--- src/rtl/bus_fabric_if.sv ---
// CPU data bus plus the fabric's slave-side strobes, selects and return data.
interface bus_fabric_if #(
  parameter int NSLAVE = 8,
  parameter int AW     = 32,
  parameter int DW     = 32
);
  logic [AW-1:0]             address;
  logic                      read;
  logic                      write;
  logic [DW-1:0]             writedata;
  logic [DW/8-1:0]           byteenable;
  logic [DW-1:0]             readdata;
  logic                      waitrequest;
  logic                      fault;
  logic [AW-1:0]             fault_addr;
  logic                      start;
  logic [NSLAVE-1:0]         chipselect;
  logic [NSLAVE-1:0]         s_read;
  logic [NSLAVE-1:0]         s_write;
  logic [NSLAVE-1:0]         s_ready;
  logic [NSLAVE-1:0][DW-1:0] s_readdata;

  // Fabric view: CPU request and slave responses in, CPU response and slave controls out.
  // writedata/byteenable are shared wires that the slaves sample directly.
  modport slave (
    input  address, read, write, writedata, byteenable, s_ready, s_readdata,
    output readdata, waitrequest, fault, fault_addr, start, chipselect, s_read, s_write
  );

  // CPU/slave-model view: the mirror image.
  modport master (
    output address, read, write, writedata, byteenable, s_ready, s_readdata,
    input  readdata, waitrequest, fault, fault_addr, start, chipselect, s_read, s_write
  );
endinterface

--- src/rtl/bus_fabric.sv ---
// Single-master bus interconnect: base/mask address decode, one-hot chipselect,
// per-slave strobes, readdata mux, fixed wait states or ready handshake with timeout.

// One address window comparator.
module bus_fabric_win #(
  parameter int            AW   = 32,
  parameter logic [AW-1:0] BASE = '0,
  parameter logic [AW-1:0] MASK = '0
) (
  input  logic [AW-1:0] address,
  output logic          hit
);
  assign hit = (address & MASK) == BASE;
endmodule

module bus_fabric #(
  parameter int                  NSLAVE   = 8,
  parameter int                  AW       = 32,
  parameter int                  DW       = 32,
  parameter logic [NSLAVE*AW-1:0] MAP_BASE = '0,
  parameter logic [NSLAVE*AW-1:0] MAP_MASK = '0,
  parameter logic [NSLAVE*4-1:0]  WAIT_CYC = '0,
  parameter int                  TIMEOUT  = 255
) (
  input  logic      clk,
  input  logic      rst_n,
  bus_fabric_if.slave bus
);
  localparam int IW   = (NSLAVE > 1) ? $clog2(NSLAVE) : 1;
  localparam int TMAX = (TIMEOUT > 15) ? TIMEOUT : 15;
  localparam int CW   = $clog2(TMAX) + 1;
  localparam logic [NSLAVE-1:0][3:0] WTAB = WAIT_CYC;

  typedef enum logic [1:0] {IDLE, ACCESS, ERR} state_t;

  // Access latched at decode time.
  typedef struct packed {
    logic [IW-1:0] idx;
    logic          wr;
  } acc_t;

  state_t            state;
  acc_t              acc;
  logic [CW-1:0]     cnt;
  logic              fixed_q;
  logic [NSLAVE-1:0] cs_q;
  logic              first_q;
  logic [AW-1:0]     fault_addr_q;

  logic [NSLAVE-1:0] hit;
  logic              hit_any;
  logic [IW-1:0]     hit_idx;
  logic [3:0]        wait_n;
  logic              req, in_acc, tmo, fin, done, strobe_ok;

  for (genvar g = 0; g < NSLAVE; g++) begin : g_win
    bus_fabric_win #(
      .AW   (AW),
      .BASE (MAP_BASE[g*AW +: AW]),
      .MASK (MAP_MASK[g*AW +: AW])
    ) u_win (
      .address (bus.address),
      .hit     (hit[g])
    );
  end

  // Priority decode: scanning downward leaves the lowest hitting index.
  always_comb begin
    hit_any = 1'b0;
    hit_idx = '0;
    for (int i = NSLAVE - 1; i >= 0; i--) begin
      if (hit[i]) begin
        hit_any = 1'b1;
        hit_idx = IW'(i);
      end
    end
  end

  assign wait_n = WTAB[hit_idx];
  assign req    = bus.read | bus.write;
  assign in_acc = (state == ACCESS);
  // Ready-mode counter exhausted: this ACCESS cycle is the timeout completion.
  assign tmo    = in_acc & ~fixed_q & (cnt == '0);
  assign fin    = in_acc & (fixed_q ? (cnt == CW'(1)) : (tmo | bus.s_ready[acc.idx]));
  assign done   = (state == ERR) | fin;
  assign strobe_ok = in_acc & req;

  assign bus.waitrequest = req & ~done;
  assign bus.fault       = (state == ERR) | (tmo & req);
  assign bus.readdata    = (fin & req & ~tmo & ~acc.wr) ? bus.s_readdata[acc.idx] : '0;
  assign bus.s_read      = cs_q & {NSLAVE{strobe_ok & ~acc.wr}};
  assign bus.s_write     = cs_q & {NSLAVE{strobe_ok & acc.wr}};
  // A dropped request deselects in the same cycle rather than waiting for the register.
  assign bus.chipselect  = cs_q & {NSLAVE{req}};
  assign bus.start       = first_q;
  assign bus.fault_addr  = fault_addr_q;

  // Access sequencer: decode, wait/handshake/timeout, error completion.
  always_ff @(posedge clk or negedge rst_n) begin
    if (!rst_n) begin
      state        <= IDLE;
      acc          <= '0;
      cnt          <= '0;
      fixed_q      <= 1'b0;
      cs_q         <= '0;
      first_q      <= 1'b0;
      fault_addr_q <= '0;
    end else begin
      first_q <= 1'b0;
      case (state)
        IDLE: begin
          if (req) begin
            if (hit_any) begin
              acc.idx <= hit_idx;
              acc.wr  <= bus.write;
              cs_q    <= NSLAVE'(1) << hit_idx;
              first_q <= 1'b1;
              state   <= ACCESS;
              if (wait_n != 4'd0) begin
                fixed_q <= 1'b1;
                cnt     <= CW'(wait_n);
              end else begin
                fixed_q <= 1'b0;
                cnt     <= CW'(TIMEOUT);
              end
            end else begin
              state <= ERR;
            end
          end
        end
        ACCESS: begin
          if (!req || fin) begin
            state <= IDLE;
            cs_q  <= '0;
            cnt   <= '0;
            if (req && tmo) fault_addr_q <= bus.address;
          end else if (cnt != '0) begin
            cnt <= cnt - CW'(1);
          end
        end
        ERR: begin
          fault_addr_q <= bus.address;
          state        <= IDLE;
        end
        default: state <= IDLE;
      endcase
    end
  end
endmodule
--- src/flat_wrapper.sv ---
// flat-port wrapper written by rule: the top's interface ports become plain ports
module bus_fabric_flat 
#(
  parameter int                  NSLAVE   = 8,
  parameter int                  AW       = 32,
  parameter int                  DW       = 32,
  parameter logic [NSLAVE*AW-1:0] MAP_BASE = '0,
  parameter logic [NSLAVE*AW-1:0] MAP_MASK = '0,
  parameter logic [NSLAVE*4-1:0]  WAIT_CYC = '0,
  parameter int                  TIMEOUT  = 255
)
  (clk, rst_n, bus_address, bus_read, bus_write, bus_writedata, bus_byteenable, bus_s_ready, bus_s_readdata, bus_readdata, bus_waitrequest, bus_fault, bus_fault_addr, bus_start, bus_chipselect, bus_s_read, bus_s_write);
  bus_fabric_if #(.NSLAVE(NSLAVE), .AW(AW), .DW(DW)) bus_i ();
  input  logic clk;
  input  logic rst_n;
  input wire logic [$bits(bus_i.address)-1:0] bus_address;
  input wire logic [$bits(bus_i.read)-1:0] bus_read;
  input wire logic [$bits(bus_i.write)-1:0] bus_write;
  input wire logic [$bits(bus_i.writedata)-1:0] bus_writedata;
  input wire logic [$bits(bus_i.byteenable)-1:0] bus_byteenable;
  input wire logic [$bits(bus_i.s_ready)-1:0] bus_s_ready;
  input wire logic [$bits(bus_i.s_readdata)-1:0] bus_s_readdata;
  output wire logic [$bits(bus_i.readdata)-1:0] bus_readdata;
  output wire logic [$bits(bus_i.waitrequest)-1:0] bus_waitrequest;
  output wire logic [$bits(bus_i.fault)-1:0] bus_fault;
  output wire logic [$bits(bus_i.fault_addr)-1:0] bus_fault_addr;
  output wire logic [$bits(bus_i.start)-1:0] bus_start;
  output wire logic [$bits(bus_i.chipselect)-1:0] bus_chipselect;
  output wire logic [$bits(bus_i.s_read)-1:0] bus_s_read;
  output wire logic [$bits(bus_i.s_write)-1:0] bus_s_write;
  assign bus_i.address = bus_address;
  assign bus_i.read = bus_read;
  assign bus_i.write = bus_write;
  assign bus_i.writedata = bus_writedata;
  assign bus_i.byteenable = bus_byteenable;
  assign bus_i.s_ready = bus_s_ready;
  assign bus_i.s_readdata = bus_s_readdata;
  assign bus_readdata = bus_i.readdata;
  assign bus_waitrequest = bus_i.waitrequest;
  assign bus_fault = bus_i.fault;
  assign bus_fault_addr = bus_i.fault_addr;
  assign bus_start = bus_i.start;
  assign bus_chipselect = bus_i.chipselect;
  assign bus_s_read = bus_i.s_read;
  assign bus_s_write = bus_i.s_write;
  bus_fabric #(.NSLAVE(NSLAVE), .AW(AW), .DW(DW), .MAP_BASE(MAP_BASE), .MAP_MASK(MAP_MASK), .WAIT_CYC(WAIT_CYC), .TIMEOUT(TIMEOUT)) u_core (.clk(clk), .rst_n(rst_n), .bus(bus_i));
endmodule
--- config.mk ---
export PLATFORM = sky130hd
export DESIGN_NAME = bus_fabric_flat
export DESIGN_NICKNAME = d
export VERILOG_FILES = /design/src/rtl/bus_fabric_if.sv /design/src/rtl/bus_fabric.sv /design/src/flat_wrapper.sv
export SDC_FILE = /design/constraint.sdc
export NUM_CORES = 1
export LEC_CHECK = 0
export BUFFER_PORTS_ARGS = -buffer_cell sky130_fd_sc_hd__buf_2
export CAP_MARGIN = 5
export CORE_AREA = 2 2 165 167
export CTS_BUF_LIST = sky130_fd_sc_hd__clkbuf_8
export DETAILED_ROUTE_END_ITERATION = 10
export DIE_AREA = 0 0 167 169
export GPL_TIMING_DRIVEN = 1
export MAX_ROUTING_LAYER = met4
export SYNTH_ARGS = -nofsm -noshare
export SYNTH_HDL_FRONTEND = slang
export SYNTH_HIERARCHICAL = 1
export SYNTH_SLANG_ARGS = --single-unit
export TNS_END_PERCENT = 1
--- constraint.sdc ---
create_clock -name clk -period 2.8 [get_ports clk]
set_input_delay 0 -clock clk [delete_from_list [all_inputs] [get_ports clk]]
set_output_delay 0 -clock clk [all_outputs]
set_load 0.005 [all_outputs]
## After elaboration in Yosys (flattened, before gate mapping)

Index checks and enable logic that the tools add are counted.

| operators by class | value |
|---|---|
| multiplexer cells | 16 |
| eq/ne operators | 6 |
| add/sub/neg operators | 1 |
| bitwise logic cells | 20 |
| reductions and logical operators | 13 |

Operators with widths:

| operator | number |
|---|---|
| 32-bit 2-to-1 mux | 3 |
| 32-bit one-hot mux with 2 select lines | 1 |
| 9-bit 2-to-1 mux | 3 |
| 8-bit bitwise AND | 3 |
| 9-bit one-hot mux with 2 select lines | 1 |
| 8-bit 2-to-1 mux | 2 |
| 8-bit one-hot mux with 2 select lines | 1 |
| 1-bit bitwise AND | 10 |
| 9-bit zero test | 1 |
| 3-bit AND reduction | 3 |
| 9-bit nonzero test | 1 |
| 9-bit by 1-bit subtractor with 9-bit output, second input constant | 1 |
| 2-bit 2-to-1 mux | 2 |
| 2-bit != test, second input constant | 2 |
| 1-bit bitwise OR | 4 |
| 2-bit one-hot mux with 2 select lines | 1 |
| 2-bit AND reduction | 2 |
| 2-bit nonzero test | 2 |
| 3-bit != test, second input constant | 1 |
| 1-bit NOT | 3 |
| 2-bit by 1-bit == test with 1-bit output, second input constant | 1 |
| 2-bit == test, second input constant | 1 |
| 2-bit zero test | 1 |
| 1-bit 2-to-1 mux | 2 |
| other kinds (4) | 4 |

| word-level totals | value |
|---|---|
| register bits after elaboration | 53 |
| word-level logic and storage cells | 62 |
| output and inout port bits | 91 |
| input bits | 336 |

## Logic depth before layout (Yosys ltp)

Gate-level depths: netlist (run 1).

| logic depth | value |
|---|---|
| word-level depth | 8 |
| depth in mapped cells | 8 |
| mapped depth without buffers | 6 |

## Hierarchy

The synthesis (run 1) kept the hierarchy.

Modules (own cells, without submodules):

| module | instances | seq. area each (um^2) | cells each | area an instance (um^2) |
|---|---|---|---|---|
| bus_fabric | 1 | 1401.3 | 404 | 4753.3 |
| bus_fabric_win | 8 | 0.0 | 2 | 11.3 |

## Worst setup path before layout (run 1)

OpenSTA, ideal clock, no wires.

| path | value |
|---|---|
| path type | reg2reg |
| start point | register u_core.cnt[5] |
| end point | register u_core.fault_addr_q[19] (netlist: u_core/bus.fault_addr[19]) |
| data required time | 2.675 ns |
| library setup time | 0.125 ns |
| cell stages (with the launch flop) | 7 |
| path buffers | 2 |
| period minus slack after synthesis | 2.371 ns |
| setup slack | 0.429 ns |
| data arrival time | 2.246 ns |
| path through | dfrtp_1 > or4_4 > or4_4 > buf_6 > o21bai_4 > buf_6 > mux2_2 |

| on the way | value |
|---|---|
| word-level cells in the longest chain between the ends | 7 |
| elaborated cells between the ends (all ways) | 9 |
| those cells by class | eq/ne: 2; bitwise: 3; reduce/logical: 4 |

RTL lines:

| what | RTL line | source |
|---|---|---|
| start, declared | bus_fabric.sv:44 | `logic [CW-1:0] cnt;` |
| start signal, assigned | bus_fabric.sv:121 | `cnt <= CW'(wait_n);` |
| start signal, assigned | bus_fabric.sv:124 | `cnt <= CW'(TIMEOUT);` |
| start signal, assigned | bus_fabric.sv:138 | `cnt <= cnt - CW'(1);` |
| 9-bit zero test * | bus_fabric.sv:83 | `assign tmo = in_acc & ~fixed_q & (cnt == '0);` |
| 1-bit bitwise AND * | bus_fabric.sv:83 |  |
| 1-bit bitwise OR | bus_fabric.sv:84 | `assign fin = in_acc & (fixed_q ? (cnt == CW'(1)) : (tmo \| bus.s_ready[acc.idx]));` |
| 1-bit bitwise AND | bus_fabric.sv:84 |  |
| 1-bit logical OR | bus_fabric.sv:132 | `if (!req \|\| fin) begin` |
| 2-bit != test (no source line) | n/a |  |
| 3-bit AND reduction (no source line) * | n/a |  |
| end signal, assigned | bus_fabric.sv:136 | `if (req && tmo) fault_addr_q <= bus.address;` |
| end signal, assigned | bus_fabric.sv:142 | `fault_addr_q <= bus.address;` |
| end, declared | bus_fabric.sv:48 | `logic [AW-1:0] fault_addr_q;` |

Every way passes the cells marked *; elsewhere a longest branch is shown, timed or not.
A chain may end at the register's enable or synchronous reset.

## Worst setup path in the final report (run 1)

| path | value |
|---|---|
| start point | register u_core.cnt[3] |
| end point | output port bus_readdata[31] |

| on the way | value |
|---|---|
| word-level cells in the longest chain between the ends | 8 |
| elaborated cells between the ends (all ways) | 9 |
| those cells by class | mux: 1; bitwise: 7; reduce/logical: 1 |

RTL lines:

| what | RTL line | source |
|---|---|---|
| 9-bit zero test * | bus_fabric.sv:83 |  |
| 1-bit bitwise AND * | bus_fabric.sv:83 |  |
| 1-bit bitwise OR | bus_fabric.sv:84 |  |
| 1-bit bitwise AND | bus_fabric.sv:84 |  |
| 1-bit bitwise AND | bus_fabric.sv:90 | `assign bus.readdata = (fin & req & ~tmo & ~acc.wr) ? bus.s_readdata[acc.idx] : '0;` |
| 1-bit bitwise AND * (2 in a row) | bus_fabric.sv:90 |  |
| 32-bit 2-to-1 mux * | bus_fabric.sv:90 |  |
| end, declared | flat_wrapper.sv:23 | `output wire logic [$bits(bus_i.readdata)-1:0] bus_readdata;` |

Marked as above.

==> run metrics, run 1 <==
DP Worst Slack=0.334 ns; post-synthesis cell area=roughly 4800 µm²; met2 wire len=~12000 µm; Crit path required time=around 2.8 ns; first-pass GRT wire length=31900 µm; average routed wire per standard cell=18.8 µm; Crit path top cell by count=or4_4; Syn Area/Cell=11.5 µm²; TritonCTS buffer count=5; Net Count, Synth=757; Final WS setup=between 0.1 and 0.15 ns; Pins Over Slew Limit=0; Top Family by Delay on Critical Path=simple AND/OR/NAND/NOR gates; DR top layer=met4; vias per std cell=4.51; metal3 WL=~1700 µm; iteration count of the initial detailed-routing pass=5; CP Cell Sequence=or4_4 -> or4_4 -> or4b_2 -> buf_8 -> nor2_1 -> buf_2; Synth async-reset ratio=100%; Static Leak=3.69 nW; maxcap violations=0; clk sink count=56; final setup violation count=0; GR Util All Layers=between 15 and 20%; GRT overflow=0; die area=roughly 28000 µm²; Yosys Warn Count=6; die outline width=167 µm; Net count, final=approximately 1200; detailed-route wire length=approximately 22000 µm; max incr delay on CP=~0.59 ns; Synth area leader=mux4_2; vias in the first global route=between 5000 and 6000; top-area cell type share of the netlist area=a little under a third; Tmin final=around 2.7 ns; Initial Utilization=a little under a fifth; WP buf/inv=2; Post-synth EDFFs=0; ANT nets after route=0; slowest stage cell, crit path=or4_4; DR DRC count=0; Worst Path Arrival=about 2.7 ns; dominant synthesized flop cell=dfrtp_1; CP Capture Type=output port; DR vias=approximately 5300; VDD IR max=between 400 and 500 µV; Final Hold Viols=0; met1 WL=approximately 8500 µm; CTS Root Cell=clkbuf_8; worst hold-check path type=in2async; clk_lat worst skew=around 0.33 ns; Max Fclk=371 MHz; Final period util=96.1%; most frequent cells after synthesis=mux4_2, dfrtp_1, nor2_1; Critical Path Fanout Max=32; Clock Skew=about 0.015 ns; dominant cells by area after synthesis=mux4_2, dfrtp_1, mux2_2; Placeable Area=between 20000 and 30000 µm²; status=finished clean; Least-Margin Pin Slew=approximately 0.69 ns; synthesized netlist cell count=between 400 and 500; layout cells sized above 1=a little over three fifths; Yosys cell types=48; Rel. slew slack=53.8%; clk slew on worst S/H paths=between 0.1 and 0.15 ns; CTS tree=yes; Filler cells=2802; RSZ-0062 raised after global routing=false; io pins=between 400 and 500; H-Tree Depth=2; die height=around 170 µm; largest net degree at the start of global routing=66; 1st-iter DRT viols=between 300 and 400; dpl hpwl=about 18000 µm; synthesized flop and latch total=between 50 and 60; IO buf count=between 300 and 400; gpl congestion=0.811; PD cells=approximately 730 nW/µm²; top-count cell post-synth=mux4_2; Layout area overhead=56.7%; Worst Setup Start Kind=register; setup TNS=0 ns; crit path kind=reg2out; initial antenna violation count=11; Clock Path Buffers=2; num rows=60; Seq/Total Area, Yosys=between 20 and 30%
[layer usage]
layer	GRT usage (%)	vias to the layer above
met5	-	-
met2	26.1	243
met3	3.67	13
met4	3.00	0
met1	17.8	2590
li1	-	2432
[path summary, 6_finish.rpt]
kind | startpoint | end | slack [ns] | depth (start not counted)
max | u_core/cnt[3] | bus_readdata[31] | 0.11 | 6
min | rst_n | u_core/cs_q[0] | 0.23 | 2
max reg2reg | u_core/cnt[3] | u_core/bus.fault_addr[26] | 0.32 | 5
min reg2reg | u_core/bus.fault_addr[0] | u_core/bus.fault_addr[0] | 0.50 | 1
max in group asynchronous | rst_n | u_core/bus.fault_addr[9] | 1.88 | 3
min in group clk | bus_read | u_core/cnt[1] | 0.33 | 6
[final cells by class]
| cell class | count | area, µm² | area share, % |
|---|---|---|---|
| diodes | 9 | 22.5 | 0.297 |
| well taps | 341 | 427 | 5.62 |
| multi-input cells | 313 | 3180 | 41.9 |
| clock inverters | 3 | 27.5 | 0.363 |
| inverters | 8 | 30.0 | 0.396 |
| repair buffers | 436 | 2430 | 32.0 |
| clock buffers | 5 | 68.8 | 0.907 |
| flip-flops and latches | 56 | 1410 | 18.5 |
[registers in the layout (all words and copies together), names as in the netlist]
| register | count |
|---|---|
| u_core/cnt | 9 |
| u_core/bus.start | 1 |
| u_core/acc | 4 |
| u_core/cs_q | 8 |
| u_core/bus.fault_addr | 32 |
| u_core/state | 2 |
[worst register-to-register path, stage by stage, from the launching register on]
cell,delay (ns)
dfrtp_1,0.48
or4_4,0.53
or4_4,0.60
o21bai_4,0.17
buf_12,0.22
mux2_2,0.38
[cell usage in the layout, fill, tap and decap left out, types with 3 or more instances in the layout]
cell type	count
inv_1	8
buf_2	390
nor2_1	48
mux2i_1	33
o21ai_0	8
nor3_1	12
clkbuf_8	5
a31oi_1	6
nand2b_1	3
a21oi_1	9
nor4_1	5
nand2_1	9
and2_1	6
o211ai_1	3
and3_1	9
mux2_2	30
mux4_2	66
buf_4	8
nor2b_1	8
dlygate4sd3_1	34
dfrtp_1	53
a211o_1	3
diode_2	9
or2_2	3
a211oi_1	3
buf_12	3
nand3_1	11
conb_1	8
nand4_1	7
[power by group]
| part | internal [mW] | switching [mW] |
|---|---|---|
| Clock | 0.185 | 0.309 |
| Sequential | 1.17 | 0.261 |
| Combinational | 1.89 | 1.70 |
| Total | 3.24 | 2.27 |
[through the flow]
stage | instances | hold slack (ns) | util (%) | total power, mW | cell area [µm²]
after floorplan | 420 | -0.296 | - | 3.78 | 4840
after global placement | 1120 | 0.0614 | 26.9 | 4.95 | 7120
after detailed placement | 1120 | 0.0656 | 26.9 | 5.02 | 7120
after CTS | 1162 | 0.240 | 28.5 | 5.55 | 7560
after global routing | 1171 | 0.281 | 28.6 | 5.94 | 7590
final | 1171 | 0.231 | 28.6 | 5.51 | 7590
[repair_timing]
action                                 4_1_cts  5_1_grt
hold buffers                                34        0
endpoints found under the hold margin       58        0
resized for setup                            1        1
setup endpoints to repair                    2        5
setup buffers                                0        0
[cells by family (layout without fill, tap and decap cells)]
| family | Yosys count | count (layout) | synth area share, % |
|---|---|---|---|
| muxes | 131 | 131 | 44.9 |
| and+or+nand+nor | 128 | 128 | 13.4 |
| DFF | 56 | 56 | 28.9 |
| buffers and inverters | 51 | 452 | 5.40 |
| AOI/OAI and AO/OA | 45 | 45 | 6.46 |
| other | 8 | 17 | 0.620 |
| adders and majority gates | 1 | 1 | 0.258 |
(Power assumes the default switching activity.)
==> run 2, diff against run 1 <==
==> constraint.sdc (replaced) <==
create_clock -name clk -period 2.5 [get_ports clk]
set_input_delay 0 -clock clk [delete_from_list [all_inputs] [get_ports clk]]
set_output_delay 0 -clock clk [all_outputs]
set_load 0.005 [all_outputs]
==> run metrics, run 2 (synthesized netlist as in run 1, its figures left out) <==
crit path kind=reg2reg (was reg2out); Clock Path Buffers=2 (unchanged); Static Leak=3.81 nW (was 3.69 nW); first-pass GRT wire length=32200 µm (was 31900 µm); clk_lat worst skew=0.33 ns (about the same); largest net degree at the start of global routing=66 (unchanged); met2 wire len=11700 µm (about the same); Layout area overhead=61.6% (was 56.7%); final setup violation count=42 (was 0); vias in the first global route=5264 (was 5286); failing checks=setup timing; Crit path top cell by count=or4_4 (unchanged); Final WS setup=-0.0486 ns (was 0.108 ns); clk sink count=56 (unchanged); CTS tree=yes (unchanged); Non-Filler Instances=1184 (was 1171); initial antenna violation count=10 (was 11); Clock Skew=0.0226 ns (was 0.0146 ns); dpl hpwl=18000 µm (was 18200 µm); RSZ-0062 raised after global routing=true (was false); GRT overflow=0 (unchanged); max incr delay on CP=0.55 ns (was 0.59 ns); die area=28200 µm² (unchanged); CP Cell Sequence=or4_4 -> or4_4 -> buf_4 -> o21bai_4 -> clkbuf_16 -> mux2_2 (was or4_4 -> or4_4 -> or4b_2 -> buf_8 -> nor2_1 -> buf_2); DP Worst Slack=0.136 ns (was 0.334 ns); average routed wire per standard cell=19.1 µm (was 18.8 µm); Net count, final=1170 (was 1157); slowest stage cell, crit path=or4_4 (unchanged); GR Util All Layers=15.3% (was 15.0%); final core utilization=29.5% (was 28.6%); layout cells sized above 1=64.5% (was 63.0%); io pins=427 (unchanged); PD cells=827 nW/µm² (was 726 nW/µm²); die outline width=167 µm (unchanged); detailed-route wire length=22600 µm (was 22000 µm); num rows=60 (unchanged); Placeable Area=26500 µm² (unchanged); CP Capture Type=register (was output port); Crit path required time=2.71 ns (was 2.80 ns); maxcap violations=0 (unchanged); Rel. slew slack=43.5% (was 53.8%); vias per std cell=4.55 (was 4.51); Worst Setup Start Kind=register (unchanged); Filler cells=2741 (was 2802); met1 WL=8670 µm (was 8480 µm); 1st-iter DRT viols=431 (was 366); clk slew on worst S/H paths=0.12 ns (about the same); Placed Cells=1123 (was 1120); ANT nets after route=0 (unchanged); VDD IR max=477 µV (was 426 µV); Final period util=102%; DR top layer=met4 (unchanged); TritonCTS buffer count=5 (unchanged); worst hold-check path type=in2async (unchanged); CTS Root Cell=clkbuf_8 (unchanged); Tmin final=2.55 ns; Final Hold Viols=0 (unchanged); Initial Utilization=18.3% (unchanged); Worst Path Arrival=2.76 ns (was 2.69 ns); IO buf count=390 (unchanged); most common cell after layout, fill and taps aside=buf_2 (unchanged); r2r setup slk=-0.05 ns (was 0.32 ns); DR vias=5390 (was 5278); metal3 WL=1810 µm (was 1670 µm); max reg flops=32 (unchanged); most frequent cells in the layout=buf_2, mux4_2, dfrtp_1 (unchanged); register area=1410 µm² (unchanged); Critical Path Fanout Max=16 (was 32); DR DRC count=0 (unchanged); gpl congestion=0.794 (was 0.811); status=finished, violations left (was finished clean); Max Fclk=about 390 MHz; multi-input logic area=3210 µm² (was 3180 µm²); Pins Over Slew Limit=0 (unchanged); die height=169 µm (unchanged); iteration count of the initial detailed-routing pass=5 (unchanged); Least-Margin Pin Slew=0.844 ns (was 0.690 ns); H-Tree Depth=2 (unchanged)
## run 2: metal layers
| layer | vias up | global-route usage (%) |
|---|---|---|
| met2 | 264 | 25.4 |
| met5 | - | - |
| met1 | 2643 | 18.5 |
| met4 | 0 | 4.39 |
| met3 | 25 | 3.79 |
| li1 | 2458 | - |
## run 2: final cells by class
class                      count  share of cell area (%)
tap                          341                    5.45
timing repair buffer         449                    33.8
multi-input combinational    313                    41.0
sequential                    56                    18.0
clock inverter                 3                   0.224
antenna                        9                   0.288
inverter                       8                   0.384
clock buffer                   5                   0.879
## run 2: final timing paths
path | cells past startpoint | startpoint | endpoint
worst min register to register | 1 | u_core/bus.fault_addr[30] | u_core/bus.fault_addr[30]
min in group clk | 4 | bus_read | u_core/acc[3]
worst max register to register | 6 | u_core/cnt[6] | u_core/bus.fault_addr[18]
worst min-delay path | 2 | rst_n | u_core/cs_q[5]
worst max-delay path | 6 | u_core/cnt[6] | u_core/bus.fault_addr[18]
max in group asynchronous | 4 | rst_n | u_core/bus.fault_addr[5]
## run 2: per-stage QoR
stage / cell area (µm²) / setup TNS [ns] / total power, mW / hold slack [ns]
after global placement: 7160 / 0 / 5.58 / 0.125
after global routing: 7830 / -4.48 / 6.95 / 0.310
final: 7830 / -1.13 / 6.47 / 0.288
after detailed placement: 7160 / 0 / 5.64 / 0.133
after CTS: 7750 / -1.14 / 6.49 / 0.312
after floorplan: 4840 / 0 / 4.24 / -0.296
## run 2: timing repair
| action | in CTS | in global routing |
|---|---|---|
| hold buffers | 34 | 0 |
| gates cloned | 3 | 1 |
| buffers inserted | 7 | 0 |
| endpoints found under the setup margin | 32 | 65 |
| pin swaps | 12 | 3 |
| gates resized for setup | 8 | 7 |
| hold endpoints to repair | 64 | 0 |
## run 2: worst max-delay path, delay by kind of cell (launching register included)
kind	cells	cell delay [ns]
multiplexers	1	0.34
AO/OA/AOI/OAI	1	0.21
buffers and inverters	2	0.43
AND/OR/NAND/NOR	2	1.06
flip-flops	1	0.41
## run 2: power by group
group / switching (mW) / internal, mW
logic: 2.02 / 2.33
registers: 0.291 / 1.31
clock network: 0.324 / 0.197
total: 2.64 / 3.83
